$ cat config.mk
export PLATFORM = sky130hd
export DESIGN_NAME = ldl_count_v2
export DESIGN_NICKNAME = d
export VERILOG_FILES = /design/src/rtl/ldl_count_v2.sv
export SDC_FILE = /design/constraint.sdc
export NUM_CORES = 1
export LEC_CHECK = 0
export CAP_MARGIN = 20
export CORE_MARGIN = 2
export CORE_UTILIZATION = 49
export DETAILED_ROUTE_END_ITERATION = 8
export GPL_TIMING_DRIVEN = 0
export PLACE_DENSITY = 0.78
export SKIP_LAST_GASP = 1
export SLEW_MARGIN = 20
export SYNTH_ARGS = -nofsm -noshare
export SYNTH_HDL_FRONTEND = slang
export SYNTH_SLANG_ARGS = --single-unit
$ cat constraint.sdc
create_clock -name clk -period 2.7 [get_ports clk]
set_input_delay 0.675 -clock clk [delete_from_list [all_inputs] [get_ports clk]]
set_output_delay 0.675 -clock clk [all_outputs]
set_load 0.05 [all_outputs]
$ cat src/rtl/ldl_count_v2.sv
// Bounded up/down counter with programmable step and bounds, wrap or saturate
// policy, synchronous clear/load, registered terminal-count pulse and optional one-shot stop.
module ldl_count_v2 #(
  parameter int WIDTH   = 8,
  parameter int STEP_W  = 1,
  parameter int WRAP    = 1,
  parameter int ONESHOT = 0
) (
  input  logic              clk,
  input  logic              rst,
  input  logic              clr,
  input  logic              en,
  input  logic              load,
  input  logic [WIDTH-1:0]  load_val,
  input  logic              dir,
  input  logic [STEP_W-1:0] step,
  input  logic [WIDTH-1:0]  min,
  input  logic [WIDTH-1:0]  max,
  output logic [WIDTH-1:0]  dout,
  output logic              tc,
  output logic              done
);

  logic [WIDTH-1:0] dout_q, dout_d;
  logic             tc_q, tc_d;
  logic             done_q, done_d;

  logic [WIDTH:0]   step_x;
  logic [WIDTH:0]   sum;
  logic [WIDTH:0]   diff;
  logic             inc_term;
  logic             dec_term;
  logic [WIDTH-1:0] load_clamped;

  // One extra bit keeps the carry (increment) and borrow (decrement) visible.
  assign step_x = {{(WIDTH + 1 - STEP_W){1'b0}}, step};
  assign sum    = {1'b0, dout_q} + step_x;
  assign diff   = {1'b0, dout_q} - step_x;

  assign inc_term = (dout_q >= max) || (sum > {1'b0, max});
  assign dec_term = (dout_q <= min) || diff[WIDTH] || (diff[WIDTH-1:0] < min);

  always_comb begin
    load_clamped = load_val;
    if (load_val < min)
      load_clamped = min;
    else if (load_val > max)
      load_clamped = max;
  end

  always_comb begin
    dout_d = dout_q;
    tc_d   = 1'b0;
    done_d = done_q;
    if (clr) begin
      dout_d = dir ? max : min;
      done_d = 1'b0;
    end else if (load) begin
      dout_d = load_clamped;
      done_d = 1'b0;
    end else if (en && !done_q) begin
      if (!dir) begin
        if (inc_term) begin
          dout_d = (WRAP != 0) ? min : max;
          tc_d   = 1'b1;
          if (ONESHOT != 0) done_d = 1'b1;
        end else begin
          dout_d = sum[WIDTH-1:0];
        end
      end else begin
        if (dec_term) begin
          dout_d = (WRAP != 0) ? max : min;
          tc_d   = 1'b1;
          if (ONESHOT != 0) done_d = 1'b1;
        end else begin
          dout_d = diff[WIDTH-1:0];
        end
      end
    end
  end

  always_ff @(posedge clk or posedge rst) begin
    if (rst) begin
      dout_q <= '0;
      tc_q   <= 1'b0;
      done_q <= 1'b0;
    end else begin
      dout_q <= dout_d;
      tc_q   <= tc_d;
      done_q <= done_d;
    end
  end

  assign dout = dout_q;
  assign tc   = tc_q;
  assign done = done_q;

  // Inverted bounds make the terminal rules meaningless.
  assert property (@(posedge clk) disable iff (rst) (en | clr | load) |-> (min <= max));

endmodule
==> summary by stage, run 1 <==
Finish
The total of fill cells in the finished design is 352. The footprint of the multi-input gates is 2260 µm². The area taken by flip-flops and latches is 234 µm². The net count of the finished layout is 450. 0 antenna diodes ended up in the layout.

Compared with the post-synthesis result, the final layout area differs by 47.2%. In the final layout, the share of cells above drive strength 1 is 0.269. The post-layout instance area is 3440 µm².

Floorplanning
For this configuration, the core starts out at a cell density of 0.501. The number of standard-cell rows in the floorplan is 25. The die covers 5330 µm². The die boundary height is 73.0 µm. The floorplan step defined a core boundary enclosing 4660 µm². The die is 73.0 µm wide. The number of ports placed on the die boundary is 41.

Power and ir drop
The static leakage is 0.00152 µW. The power density relative to cell area is 489 nW/µm². The peak supply drop is 347 µV. Power comes to 1680 µW.

Yosys
The leading cell type by number of instances after synthesis is ha_1. The share of the Yosys chip area taken by registers is 0.0965. After synthesis, the netlist uses 55 different library cells. The cell count after synthesis came out at 289. In this run the cell area of the synthesized design comes to 2330 µm². Sorting the synthesized cells by area gives the leading types as ha_1 27%, dfrtp_1 9.6%, mux2i_1 7.3%. The total nets after synthesis is 370. Of the post-synthesis cell area, the dominant cell type holds 0.268. The total number of yosys warnings is 0. Sorting the synthesized cells by how often they occur yields 50 x ha_1, 21 x inv_1, 20 x nand2_1. The flip-flop cell with the highest count after synthesis is dfrtp_1. The synthesized design spends more area on one cell type than any other, namely ha_1. After synthesis, the share of flip-flops with an asynchronous set or reset is 1.00. Counting flops and latches in the post-synthesis netlist gives 9. The mean cell area of the mapped netlist is 8.08 µm².

The number of enable-type register cells in the synthesized netlist is 0.

Critical path
The data required time of the worst path is 2.83 ns. The worst-case register-to-register setup slack is -0.31 ns. The critical path ends at dout[4]. On the worst path, the slowest cell contributes a delay of 0.45 ns. The critical path launch point type is a flop. The worst-path maximum fanout is 7. The capture instance of the worst register-to-register path is dout[4].

For the worst setup path, the data arrival time is 3.13 ns. The setup path with the least slack is of type flop to flop. The largest individual stage delay along the critical path comes from the cell dfrtp_2. The most used cell along the critical path is ha_4.

The beginning of the critical path is dout[0]. The startpoint identified for the worst register-to-register timing path is dout[0]. For the worst flop-to-flop path, the logic depth is 15. The worst setup path is captured at a flop. The signal on the critical path passes through buf_12, ha_4, nand2_4, nor2_2, xor2_2, ha_4, a211o_1, o211ai_1, o31a_1, buf_6, nand3_4, buf_4, nand3_1, o21ai_0, o32a_1.

Place
Routability-driven placement finished with a final weighted congestion of 0.970. In this run the tool buffered the top-level ports with 39 buffer cells. The post-place instance area is 2860 µm².

Detailed placement ended at an HPWL of 6050 µm.

Clocking
The source-to-sink clock delay at the later pin of the worst-skew pair is 0.24 ns. Buffers inserted during clock tree synthesis total 3. The clock-pin transition on the worst setup and hold timing paths is 0.05 ns. The tree is rooted in a clkbuf_8. In this run the number of H-tree levels came out at 1. Counting every sink on the clock net gives 9. The clock passes through at most 2 buffers. TritonCTS built the clock tree.

STA
Headroom to the max-slew limit came out at 0.513. The final count of pins violating max slew is 0. The setup clock skew after layout is 0.00296 ns. The post-route worst hold slack is 0.722 ns. The final worst-path setup slack is -0.307 ns. Subtracting the final worst setup slack from the clock period gives 3.01 ns. At the pin with the least slew margin, the transition time is 0.725 ns. The final-report setup violation count is 9. Setup repair after global routing could not meet its margin everywhere. The number of failing hold endpoints at the final stage is 0. For this run, the top clock speed supported by timing is 0.333 GHz.

The portion of the clock cycle consumed by the worst path in the final layout is 1.11. Summed over all failing endpoints, the final setup total negative slack is -2.37 ns.

Global routing
The number of antenna violations at the first check in global routing is 0. The via count of the first global-routing pass is 2676. The first global-routing pass estimated 13100 µm of wire. Entering global routing, the biggest net connects 11 pins. The global-route congestion overflow total is 0. For this run, the total global-route usage over all layers was measured as 0.321.

Flow run
The number of violations of the max-capacitance limit is 0.

Route
Wire segments on met2 add up to 4120 µm in the final route. The sum of met3 wire segment lengths after detailed routing is 608 µm. The iteration count of the initial detailed-routing pass is 5. After detailed routing, no signal wire sits above met4. The first routing iteration left 218 violations. The detailed-route wire length per cell is 20.0 µm. Wires add up to 8440 µm. The met1 wire length is 3380 µm.

The final routed DRC violation total is 0. The final antenna-violating net count is 0. Summing over every cut layer, the via total after detailed routing is 2724. Dividing the detail-routed via count by the number of cells gives 6.45.

Outcome
The checks that failed: negative setup slack. The flow ran to the end, but the final reports show violations.

Min path
The class of the worst hold path is input pin to async pin.
==> flip-flops by register name, summed over array words and instances, names as in the netlist <==
register	flops
tc	1
dout	8
==> cells in the final DEF (no fill, tap or decap), types with 3 or more instances in the layout <==
cell type	netlist	layout
and2_1	6	6
xor2_1	7	4
o21a_1	3	3
a21oi_2	0	3
o21ai_0	19	16
xor2_2	0	3
nand2_1	20	18
clkdlybuf4s50_1	0	34
nand4_1	6	6
inv_1	21	16
ha_1	50	42
xnor2_1	5	4
nor2b_1	3	3
buf_6	2	3
mux2i_1	17	17
nor3_1	4	3
inv_2	0	4
o211ai_1	5	5
ha_4	0	7
o32a_1	6	6
a221oi_1	4	4
clkbuf_8	0	3
a21oi_1	19	16
clkbuf_1	3	3
dfrtp_2	0	7
nand3_1	16	14
dlygate4sd2_1	0	3
nor2_1	12	10
buf_4	1	37
o22ai_1	5	3
==> kinds of logic (layout without fill, tap and decap cells) <==
| kind of cell | Yosys count | after routing | synth area share |
|---|---|---|---|
| flip-flops | 9 | 9 | 0.0965 |
| buffers and inverters | 29 | 108 | 0.0557 |
| XOR/XNOR | 12 | 12 | 0.0450 |
| multiplexers | 18 | 18 | 0.0777 |
| AO/OA/AOI/OAI | 87 | 87 | 0.268 |
| AND/OR/NAND/NOR | 83 | 83 | 0.187 |
| other | 1 | 1 | 0.00161 |
| adder cells (fa/ha/maj) | 50 | 50 | 0.268 |
==> worst min-delay path by stage <==
stage / from / to / slack [ns]
finish: rst / dout[7] / 0.72
global route: rst / dout[7] / 0.77
CTS: dout[3] / dout[3] / 0.70
detailed placement: dout[3] / dout[3] / 0.64
global placement: dout[3] / dout[3] / 0.65
floorplan: rst / dout[7] / 0.50
==> worst max-delay path, delay by kind of cell, from the launching register on <==
kind | cells | cell delay, ns
buffers and inverters | 3 | 0.43
AND/OR/NAND/NOR | 4 | 0.27
flip-flops | 1 | 0.45
AO/OA/AOI/OAI | 5 | 1.06
XOR/XNOR | 1 | 0.25
adder cells (fa/ha/maj) | 2 | 0.42
==> area by class of cell <==
type                            count  area share
Buffer                              8      0.0197
Timing Repair Buffer               75       0.198
Sequential cell                     9      0.0681
Inverter                           21      0.0237
Multi-Input combinational cell    251       0.658
Clock buffer                        4      0.0131
Tap cell                           54      0.0197
==> metal layers <==
metal  up-vias  GRT usage
met2       141      0.549
met4         0      0.150
met5         -          0
met3        38     0.0622
met1      1276      0.384
li1       1269          -
==> through the flow <==
stage | setup WS [ns] | util | instances
floorplan | -0.276 | - | 289
global placement | -1.21 | 0.614 | 382
detailed placement | -1.19 | 0.614 | 382
CTS | -0.294 | 0.692 | 413
global route | -0.443 | 0.737 | 422
finish | -0.307 | 0.737 | 422
==> timing repair <==
action / CTS / global route
gates resized for setup: 35 / 27
buffers inserted: 27 / 9
endpoints found under the setup margin: 9 / 9
hold buffers: 0 / 0
pin swaps: 16 / 18
==> power breakdown <==
group	switching (µW)	internal (µW)
clock	64.7	104
combinational	689	618
sequential	40.3	163
(Power assumes the default switching activity.)
==> inputs of run 2 (changes only) <==
--- a/config.mk
+++ b/config.mk
@@ -6,10 +6,11 @@
 export NUM_CORES = 1
 export LEC_CHECK = 0
 export CAP_MARGIN = 20
-export CORE_MARGIN = 2
+export CORE_MARGIN = 4
 export CORE_UTILIZATION = 49
 export DETAILED_ROUTE_END_ITERATION = 8
 export GPL_TIMING_DRIVEN = 0
+export MAX_ROUTING_LAYER = met4
 export PLACE_DENSITY = 0.78
 export SKIP_LAST_GASP = 1
 export SLEW_MARGIN = 20
==> run 2 against run 1 <==
  * The flow still finishes with violations (negative setup slack)
  * Sequential cell count is the same
  * Worst setup slack lost 0.10 ns
  * Via count grew 2.6%
  * Critical path depth shrank 2
  * Utilization grew 4.0 points
==> summary by stage, run 2 (synthesis results as in run 1) <==
Outcome
The run finished, with violations left. The checks that failed: negative setup slack.

Global routing
The via count of the first global-routing pass came to 2587 (-3.3%). The first-pass GRT wire length was 12800 µm (-2.5%). The pin count of the biggest net entering global routing is 11 (unchanged). The global-route congestion overflow total is 0 (unchanged). The overall global routing resource usage is 0.275 (-0.0457).

The number of antenna violations at the first check in global routing was 0 (unchanged).

STA
The setup clock skew after layout is 0.00164 ns (-0.00132 ns). The pin slew with the least headroom to its limit is 0.742 ns (+0.0164 ns). The maximum clock frequency is 0.322 GHz (-3.3%). The portion of the clock cycle consumed by the worst path in the final layout was 1.15 (+0.0379). The total negative slack for setup checks is -2.74 ns (-0.373 ns).

The final worst-path setup slack was -0.409 ns (-0.102 ns). Setup repair after global routing could not meet its margin everywhere. The final count of pins violating max slew is 0 (unchanged). The final-report setup violation count is 9 (unchanged). The number of failing hold endpoints at the final stage was 0 (unchanged). The post-route minimum period is 3.11 ns (+0.102 ns).

The worst-case headroom to the max-slew limit is 0.502 (-0.0110).

Power and ir drop
The static leakage is 0.00153 µW (+0.89%). The power density relative to cell area is 494 nW/µm² (+1.1%). The peak supply drop is 431 µV (+24%).

Finish
The final net count is 451 (+0.22%). The number of standard cells in the final layout excluding fillers is 421 (-0.24%). The commonest non-fill, non-tap cell in the layout is ha_1.

In the layout the commonest cells are 44 x ha_1, 33 x clkdlybuf4s50_1, 32 x buf_4, 18 x nand2_1, 17 x mux2i_1. The total of fill cells in the finished design is 288 (-18%). The antenna diode count came to 0 (unchanged). The post-layout instance area was 3480 µm² (+1.2%). The flip-flop count of the largest register, all copies and words added is 8 (unchanged). The layout cell share with drive strength beyond 1 is 0.276 (+0.00740). The synthesis-to-layout area growth is 48.9%.

Route
The final antenna-violating net count is 0 (unchanged). The routed wire length is 8820 µm (+4.4%). The iteration count of the initial detailed-routing pass is 7 (+2). The number of vias in the routed layout came to 2796 (+2.6%). The final routed DRC violation total is 0 (unchanged). The detailed-route wire length per cell is 20.9 µm (+4.6%). The initial detailed-routing violation count is 217 (-0.46%). The via density per instance came to 6.64 (+2.9%).

Clocking
The maximum count of clock buffers along a single path is 2 (unchanged). The maximum level of the CTS H-tree was 1 (unchanged). TritonCTS built the clock tree. The cell at the root of the clock tree is clkbuf_8. The number of buffers inserted during clock tree synthesis is 3 (unchanged). The source-to-sink clock delay at the later pin of the worst-skew pair is 0.24 ns (about the same). The clock net sink count is 9 (unchanged).

The clock-pin transition on the worst setup and hold timing paths is 0.05 ns (about the same).

Critical path
The data required time of the worst path came to 2.81 ns (-0.02 ns). The critical path launch point type is a flop. The arrival time reported for the critical path endpoint is 3.22 ns (+0.09 ns).

The worst-path maximum fanout is 6 (-1). The endpoint kind of the worst setup timing path is a flop. The category of the critical setup timing path is flop to flop.

Place
The count of port buffers added during placement was 39 (unchanged). The setup slack after placement is -1.15 ns (+0.0399 ns). The final HPWL from detailed placement is 5870 µm (-3.0%). The placer congestion estimate is 0.928 (-4.4%). The post-place instance area is 2860 µm² (about the same).

The post-placement cell count is 380 (-0.52%).

Floorplanning
The core outline area was 4470 µm² (-4.0%). The number of ports placed on the die boundary is 41 (unchanged). The die boundary height is 77.0 µm (+5.5%). The starting density of the core is 0.522 (+0.0209). The number of standard-cell rows in the floorplan is 24 (-4.0%).

The area of the die is 5930 µm² (+11%). The width of the die is 77.0 µm (+5.5%).

Flow run
The number of violations of the max-capacitance limit was 0 (unchanged).

Min path
The class of the worst hold path is flop to flop.
-- run 2: cell types whose count changed in the layout (fill, tap and decap cells not counted), sizes merged --
cell / change
dlygate4sd2: +1
clkinvlp: +1
clkdlybuf4s50: -1
clkbuf: +1
inv: -1
-- run 2: critical path, cell delays in order (launching register included) --
cell	delay (ns)
dfrtp_2	0.41
buf_6	0.14
and3_4	0.16
buf_4	0.13
and3_1	0.19
xor2_2	0.18
ha_4	0.21
a211o_1	0.25
o211ai_1	0.16
o31a_1	0.33
a21oi_2	0.12
a221oi_2	0.27
o211ai_1	0.13
o32a_1	0.31
-- run 2: report_power, final --
part | total, µW | switching [µW] | internal [µW]
registers | 203 | 40.5 | 163
logic | 1350 | 723 | 631
clock network | 161 | 57.3 | 103
-- run 2: worst paths after layout --
path	from	to	slack [ns]	cells past startpoint
max in group asynchronous	rst	dout[5]	1.65	2
worst min register to register	dout[3]	dout[3]	0.65	1
min in group asynchronous	rst	tc	0.73	2
worst max-delay path	dout[2]	dout[3]	-0.41	13
worst min-delay path	dout[3]	dout[3]	0.65	1
worst max register to register	dout[2]	dout[3]	-0.41	13
-- run 2: layout make-up --
class / count / area [µm²] / share of cell area
multi-input cells: 251 / 2270 / 0.653
repair buffers: 76 / 708 / 0.204
flip-flops and latches: 9 / 234 / 0.0673
inverters: 21 / 85.1 / 0.0245
plain buffers: 8 / 70.1 / 0.0202
well taps: 52 / 65.1 / 0.0187
clock buffers: 4 / 45.0 / 0.0130
-- run 2: metal layers --
layer	track usage	up-vias	share of wire
li1	-	1270	-
met1	0.359	1312	0.41
met5	-	-	0
met2	0.433	169	0.46
met3	0.0433	45	0.082
met4	0.0979	0	0.051
-- run 2: stage by stage --
stage          hold WS, ns  utilization  total power, µW
6_report             0.645        0.777             1720
5_1_grt              0.677        0.777             1830
4_1_cts              0.612        0.716             1490
3_5_place_dp         0.636        0.639             1140
3_3_place_gp         0.630        0.639             1130
2_1_floorplan        0.502            -              871
-- run 2: timing repair --
| action | CTS | global route |
|---|---|---|
| hold buffers | 0 | 0 |
| setup buffers | 20 | 16 |
| endpoints found under the hold margin | 0 | 0 |
| pin swaps | 15 | 25 |
| endpoints found under the setup margin | 9 | 9 |
| cloned | 1 | 0 |
| resized for setup | 42 | 33 |
==> inputs of run 3 (changes only) <==
--- a/config.mk
+++ b/config.mk
@@ -17,3 +17,4 @@
 export SYNTH_ARGS = -nofsm -noshare
 export SYNTH_HDL_FRONTEND = slang
 export SYNTH_SLANG_ARGS = --single-unit
+export TNS_END_PERCENT = 100
==> results of run 3 <==
Final layout, timing and power as in run 2 (identical DEF).
==> variant 1: new RTL, settings of run 1 <==
The parameter `WIDTH` goes from 8 to 9.
--- a/src/rtl/ldl_count_v2.sv
+++ b/src/rtl/ldl_count_v2.sv
@@ -1,7 +1,7 @@
 // Bounded up/down counter with programmable step and bounds, wrap or saturate
 // policy, synchronous clear/load, registered terminal-count pulse and optional one-shot stop.
 module ldl_count_v2 #(
-  parameter int WIDTH   = 8,
+  parameter int WIDTH   = 9,
   parameter int STEP_W  = 1,
   parameter int WRAP    = 1,
   parameter int ONESHOT = 0
Interface: changed (resized dout, load_val, max and min); port bits go from 41 to 45. The function was not compared with the original's and may differ.
==> variant 1 against run 1 <==
- the flow still finishes with violations (setup timing)
- final cell count grew 9.5%
- global-route usage shrank 1.6 points
- synthesized area grew 7.3%
- synthesized cell count grew 13%
- sequential cell count grew 1
- first-iteration DRC count shrank 2.3%
- largest cell class unchanged
- worst setup slack lost 0.35 ns
- routed wire length shrank 1.3%
- combinational power shrank 11%
- count of clock-buffer cells in the layout is the same
- cell area shrank 0.22%
- critical path type is now in2reg
- total power shrank 6.4%
- clock power grew 4%
==> variant 1: results (changes against run 1) <==
Global route
  – All-layer global routing usage: 30.50% (-1.6 points)
  – Global-route wire length before repair: 13.11 mm (-0.21%)
  – Pin count of the biggest net entering global routing: 11 (unchanged)
  – Initial antenna violation count: 0 (unchanged)
  – Number of global-route vias before repair: 2698 (+0.82%)

STA
  – Final Slew Violations: 0 (unchanged)
  – Slew HR: 24.85% (-26 points)
  – Total negative setup slack: -6.138 ns (-3.771 ns)
  – Clock skew: 0.001445 ns (-0.001513 ns)
  – Final setup vio count: 10 (+1)
  – Worst Hold Slack: 0.6883 ns (-0.03357 ns)
  – Final Worst Setup Slack: -0.6606 ns (-0.3537 ns)

Finish
  – Final nets: 483 (+7.3%)
  – Layout cells sized above 1: 18.37% (-8.5 points)
  – Max reg flops: 9 (+1)
  – Antenna cells: 0 (unchanged)

Yosys
  – Synth unique cells: 54 (-1.8%)
  – Syn nets: 417 (+13%)
  – Synth warn: 0 (unchanged)
  – Most frequent cells after synthesis: 56 x ha_1, 32 x nand2_1, 29 x nor2_1, 23 x inv_1, 21 x a21oi_1
  – Most used DFF post-synth: dfrtp_1
  – Main area contributors after synthesis: ha_1 28%, dfrtp_1 10%, nand2_1 4.8%
  – Post-synthesis sequential area ratio: 9.985% (+0.34 points)
  – Post-synthesis async set-or-reset flop share: 100.0% (unchanged)

Power and ir drop
  – Max VDD drop: 262.1 uV (-24%)
  – Pleak: 0.001532 uW (+1.1%)

Worst hold path
  – Min-delay worst type: reg2reg
  – Worst hold path depth: 2
  – End of the worst hold path: dout[3]$_DFFE_PP0P_

Setup path
  – CP Data Arrival Time: 3.49 ns (+0.36 ns)
  – Max incr delay on CP: 0.49 ns (+0.04 ns)
  – Cell count of the worst reg-to-reg path: 15 (unchanged)
  – Worst path slowest cell: or4b_4
  – Worst r2r src: dout[0]$_DFFE_PP0P_
  – RR Endpoint: dout[4]$_DFFE_PP0P_
  – CP max FO: 5 (-2)

Route
  – Post-Route WL: 8.338 mm (-1.3%)
  – Drt first pass iters: 5 (unchanged)
  – Initial drt markers: 213 (-2.3%)
  – Vias/cell: 6.123 (-5.1%)

Clock network
  – Worst-skew pair later-pin latency: 0.25 ns
  – CTS Buf Count: 3 (unchanged)
  – Max clock buf depth: 2 (unchanged)

Place
  – DP HPWL: 6.306 mm (+4.3%)
  – Worst slack, placed: -1.688 ns (-0.5020 ns)
  – Number of I/O port buffers: 42 (+7.7%)
  – Global placement routability congestion: 0.9301 (-4.2%)

Run status
  – Outcome: finished with violations
  – Failing checks: setup timing
[variant 1: logic make-up (layout without fill, tap and decap cells)]
logic type / Yosys count / count (layout) / synth area share [%]
flops: 10 / 10 / 9.985
xor+xnor: 13 / 13 / 4.543
mux: 11 / 11 / 4.394
buf+inv: 35 / 99 / 6.490
fa+ha+maj: 56 / 56 / 27.96
compound gates: 99 / 100 / 26.91
simple gates: 102 / 102 / 19.57
other cells: 1 / 1 / 0.1496
[variant 1: stage by stage]
step	area (sq um)	std cells	power, uW
after floorplan	2532	327	881.7
after global placement	3040	439	1148
after detailed placement	3040	439	1173
after CTS	3266	456	1465
after global routing	3428	462	1684
final	3428	462	1571
[variant 1: worst max-delay path: cells and delay by family]
| family | cells | cell delay, ns |
|---|---|---|
| AO/OA/AOI/OAI | 7 | 1.03 |
| buffers and inverters | 2 | 0.24 |
| adder cells (fa/ha/maj) | 2 | 0.42 |
| AND/OR/NAND/NOR | 2 | 0.66 |
| multiplexers | 1 | 0.27 |
| XOR/XNOR | 1 | 0.20 |
[variant 1: worst max path at each step]
stage                             start             endpoint  slack [ns]  depth (start not counted)
global placement                   step  dout[2]$_DFFE_PP0P_       -1.59                         13
detailed placement                 step  dout[2]$_DFFE_PP0P_       -1.69                         13
floorplan                          step  dout[1]$_DFFE_PP0P_       -0.55                         13
CTS                 dout[0]$_DFFE_PP0P_  dout[4]$_DFFE_PP0P_       -0.65                         14
global route        dout[0]$_DFFE_PP0P_  dout[0]$_DFFE_PP0P_       -0.77                         17
finish                             step  dout[4]$_DFFE_PP0P_       -0.66                         15
[variant 1: final cells by class]
| class | count | area (sq um) |
|---|---|---|
| fillers | 432 | 1582 |
| inverters | 23 | 86.33 |
| well taps | 70 | 87.58 |
| multi-input cells | 283 | 2300 |
| plain buffers | 12 | 81.33 |
| flip-flops and latches | 10 | 256.5 |
| repair buffers | 60 | 571.8 |
| clock buffers | 4 | 45.04 |
[variant 1: per-layer routing]
layer | part of all wire (%) | vias up | track usage [%]
li1 | - | 1357 | -
met1 | 44 | 1321 | 39.35
met2 | 48 | 133 | 53.04
met3 | 6.8 | 18 | 5.556
met4 | 1.8 | 0 | 6.628
met5 | 0 | - | 0
[variant 1: where the power goes]
group / switching (uW) / leakage [uW] / internal, uW
Combinational: 662 / 0.00139 / 508
Clock: 71.5 / 0.0000228 / 104
Sequential: 46.5 / 0.000116 / 179
[variant 1: timing repair]
item                       4_1_cts  5_1_grt
hold endpoints to repair         0        0
setup endpoints to repair       10       10
pin swaps                       12       16
gates resized for setup         23       25
cloned                           2        0
setup buffers                   11        6
==> variant 2: new RTL, settings of run 1 <==
Made on the original files. Register the input `en` before use. The logic sees it one clock later. The other inputs are not delayed to match.
--- a/src/rtl/ldl_count_v2.sv
+++ b/src/rtl/ldl_count_v2.sv
@@ -20,6 +20,12 @@
   output logic              tc,
   output logic              done
 );
+
+  logic en_q;
+
+  always_ff @(posedge clk) begin
+    en_q <= en;
+  end
 
   logic [WIDTH-1:0] dout_q, dout_d;
   logic             tc_q, tc_d;
@@ -58,7 +64,7 @@
     end else if (load) begin
       dout_d = load_clamped;
       done_d = 1'b0;
-    end else if (en && !done_q) begin
+    end else if (en_q && !done_q) begin
       if (!dir) begin
         if (inc_term) begin
           dout_d = (WRAP != 0) ? min : max;
@@ -96,6 +102,6 @@
   assign done = done_q;
 
   // Inverted bounds make the terminal rules meaningless.
-  assert property (@(posedge clk) disable iff (rst) (en | clr | load) |-> (min <= max));
+  assert property (@(posedge clk) disable iff (rst) (en_q | clr | load) |-> (min <= max));
 
 endmodule
Formal check against the unedited RTL: not equivalent (Yosys sat finds a counterexample within 4 cycles, from zero or initial values and one cycle with rst high).
==> variant 2 against run 1 <==
- the run still ends with setup timing left
- cell area up 9.4%
- total power is 11% higher
- worst setup slack worse by 0.050 ns
- routed wire length up 21%
- critical endpoint is now dout[3]$_DFFE_PP0P_
- clock skew grew 0.014 ns
- largest cell class unchanged
- sequential cell count rose by 1
- synthesized area grew 6.3%
- hold slack lost 0.0011 ns
==> variant 2: results (changes against run 1) <==
Place
  – Placed cell count: 425 (+11%)
  – Number of I/O port buffers: 38 (-2.6%)
  – Global placement routability congestion: 0.9377 (-3.4%)

Power and ir drop
  – Pleak: 0.001692 uW (+12%)
  – Max VDD drop: 378.4 uV (+9.1%)

STA
  – Worst-Margin Slew: 1.185 ns (+0.4595 ns)
  – Total negative setup slack: -2.245 ns (+0.1226 ns)
  – Clock skew: 0.01726 ns (+0.01430 ns)
  – Final Worst Setup Slack: -0.3571 ns (-0.05019 ns)
  – Final setup vio count: 9 (unchanged)

Yosys
  – Syn nets: 401 (+8.4%)
  – Most frequent cells after synthesis: 50 x ha_1, 27 x nand2_1, 26 x nor2_1, 21 x inv_1, 18 x o21ai_0
  – Complex-gate fraction of the synthesized area: 23.59% (-3.3 points)
  – Most used DFF post-synth: dfrtp_1
  – Multiplexer share of the synthesized area: 7.258% (-0.51 points)
  – Post-synthesis xor/xnor area fraction: 4.889% (+0.39 points)
  – Main area contributors after synthesis: ha_1 25%, dfrtp_1 9.1%, nand2_1 4.1%
  – Post-Synth Adder-Cell Area: 25.20% (-1.6 points)
  – Post-synthesis async set-or-reset flop share: 90.00% (-10 points)
  – Synthesized area per cell: 7.757 sq um (-4.0%)

Route
  – Drt first pass iters: 6 (+1)
  – DR WL/cell: 21.65 um (+8.2%)
  – Via count: 3169 (+16%)
  – Vias/cell: 6.743 (+4.5%)
  – WL met2: 4.502 mm (+9.2%)
  – Metal-1 WL: 3.757 mm (+11%)
  – Met3 wire length: 1.131 mm (+86%)
  – Initial drt markers: 552 (+150%)

Setup path
  – Worst path slowest cell: or4_4
  – Max incr delay on CP: 0.44 ns
  – CP max FO: 4 (-3)
  – CP Data Arrival Time: 3.22 ns (+0.09 ns)

Global route
  – Number of global-route vias before repair: 2725 (+1.8%)
  – All-layer global routing usage: 32.88% (+0.77 points)

Run status
  – Failing checks: setup timing
  – Outcome: finished with violations

Finish
  – Final nets: 485 (+7.8%)
  – Layout cells sized above 1: 33.00% (+6.1 points)
variant 2: layout make-up:
| type | count | area [sq um] |
|---|---|---|
| Buffer | 14 | 96.34 |
| Clock buffer | 4 | 45.04 |
| Fill cell | 326 | 1057 |
| Inverter | 21 | 81.33 |
| Multi-Input combinational cell | 273 | 2449 |
| Sequential cell | 10 | 252.7 |
| Tap cell | 67 | 83.83 |
| Timing Repair Buffer | 81 | 752.0 |
variant 2: per-layer routing:
| layer | vias up | track usage, % |
|---|---|---|
| met2 | 288 | 54.39 |
| met5 | - | 0 |
| met4 | 0 | 15.59 |
| met3 | 97 | 7.229 |
| li1 | 1367 | - |
| met1 | 1417 | 40.56 |
variant 2: through the flow:
step | utilization, % | instance area [sq um] | setup slack, ns | hold WS [ns]
floorplan | - | 2552 | -0.2404 | 0.5025
CTS | 69.25 | 3336 | -0.2753 | 0.6963
detailed placement | 62.62 | 3017 | -1.244 | 0.6832
finish | 78.05 | 3760 | -0.3571 | 0.7208
global route | 78.05 | 3760 | -0.4004 | 0.7777
global placement | 62.62 | 3017 | -1.152 | 0.6502
variant 2: power by group:
group / switching [uW] / internal (uW) / leakage [uW]
sequential: 53.3 / 177 / 0.000113
combinational: 782 / 667 / 0.00156
clock: 72.2 / 104 / 0.0000228
variant 2: path summary, 6_finish.rpt:
check	start	endpoint	slack [ns]	cells after the start
min in group clk	dout[0]$_DFFE_PP0P_	dout[0]$_DFFE_PP0P_	0.77	3
max in group asynchronous	rst	dout[1]$_DFFE_PP0P_	1.63	2
setup / recovery	step	dout[3]$_DFFE_PP0P_	-0.36	14
hold reg to reg	dout[0]$_DFFE_PP0P_	dout[0]$_DFFE_PP0P_	0.77	3
setup reg to reg	dout[0]$_DFFE_PP0P_	dout[3]$_DFFE_PP0P_	-0.34	14
hold / removal	rst	dout[7]$_DFFE_PP0P_	0.72	2
variant 2: what timing repair did:
item,CTS,global route
setup endpoints to repair,9,9
setup buffers,10,33
pin swaps,27,35
hold endpoints to repair,0,0
gates resized for setup,57,44
cloned,1,0
variant 2: cell families (layout without fill, tap and decap cells):
group / Yosys count / count (layout)
XOR/XNOR: 13 / 13
adder cells (fa/ha/maj): 50 / 50
AND/OR/NAND/NOR: 107 / 107
AO/OA/AOI/OAI: 84 / 85
flip-flops: 10 / 10
multiplexers: 17 / 17
other: 1 / 1
buffers and inverters: 38 / 120
variant 2: critical path, delay by kind of cell:
family                     cells  cell delay, ns
AOI/OAI and AO/OA              4            0.47
xor gates and xnor gates       1            0.18
adders and majority gates      3            0.53
buffers and inverters          3            0.41
muxes                          1            0.30
and+or+nand+nor                2            0.63
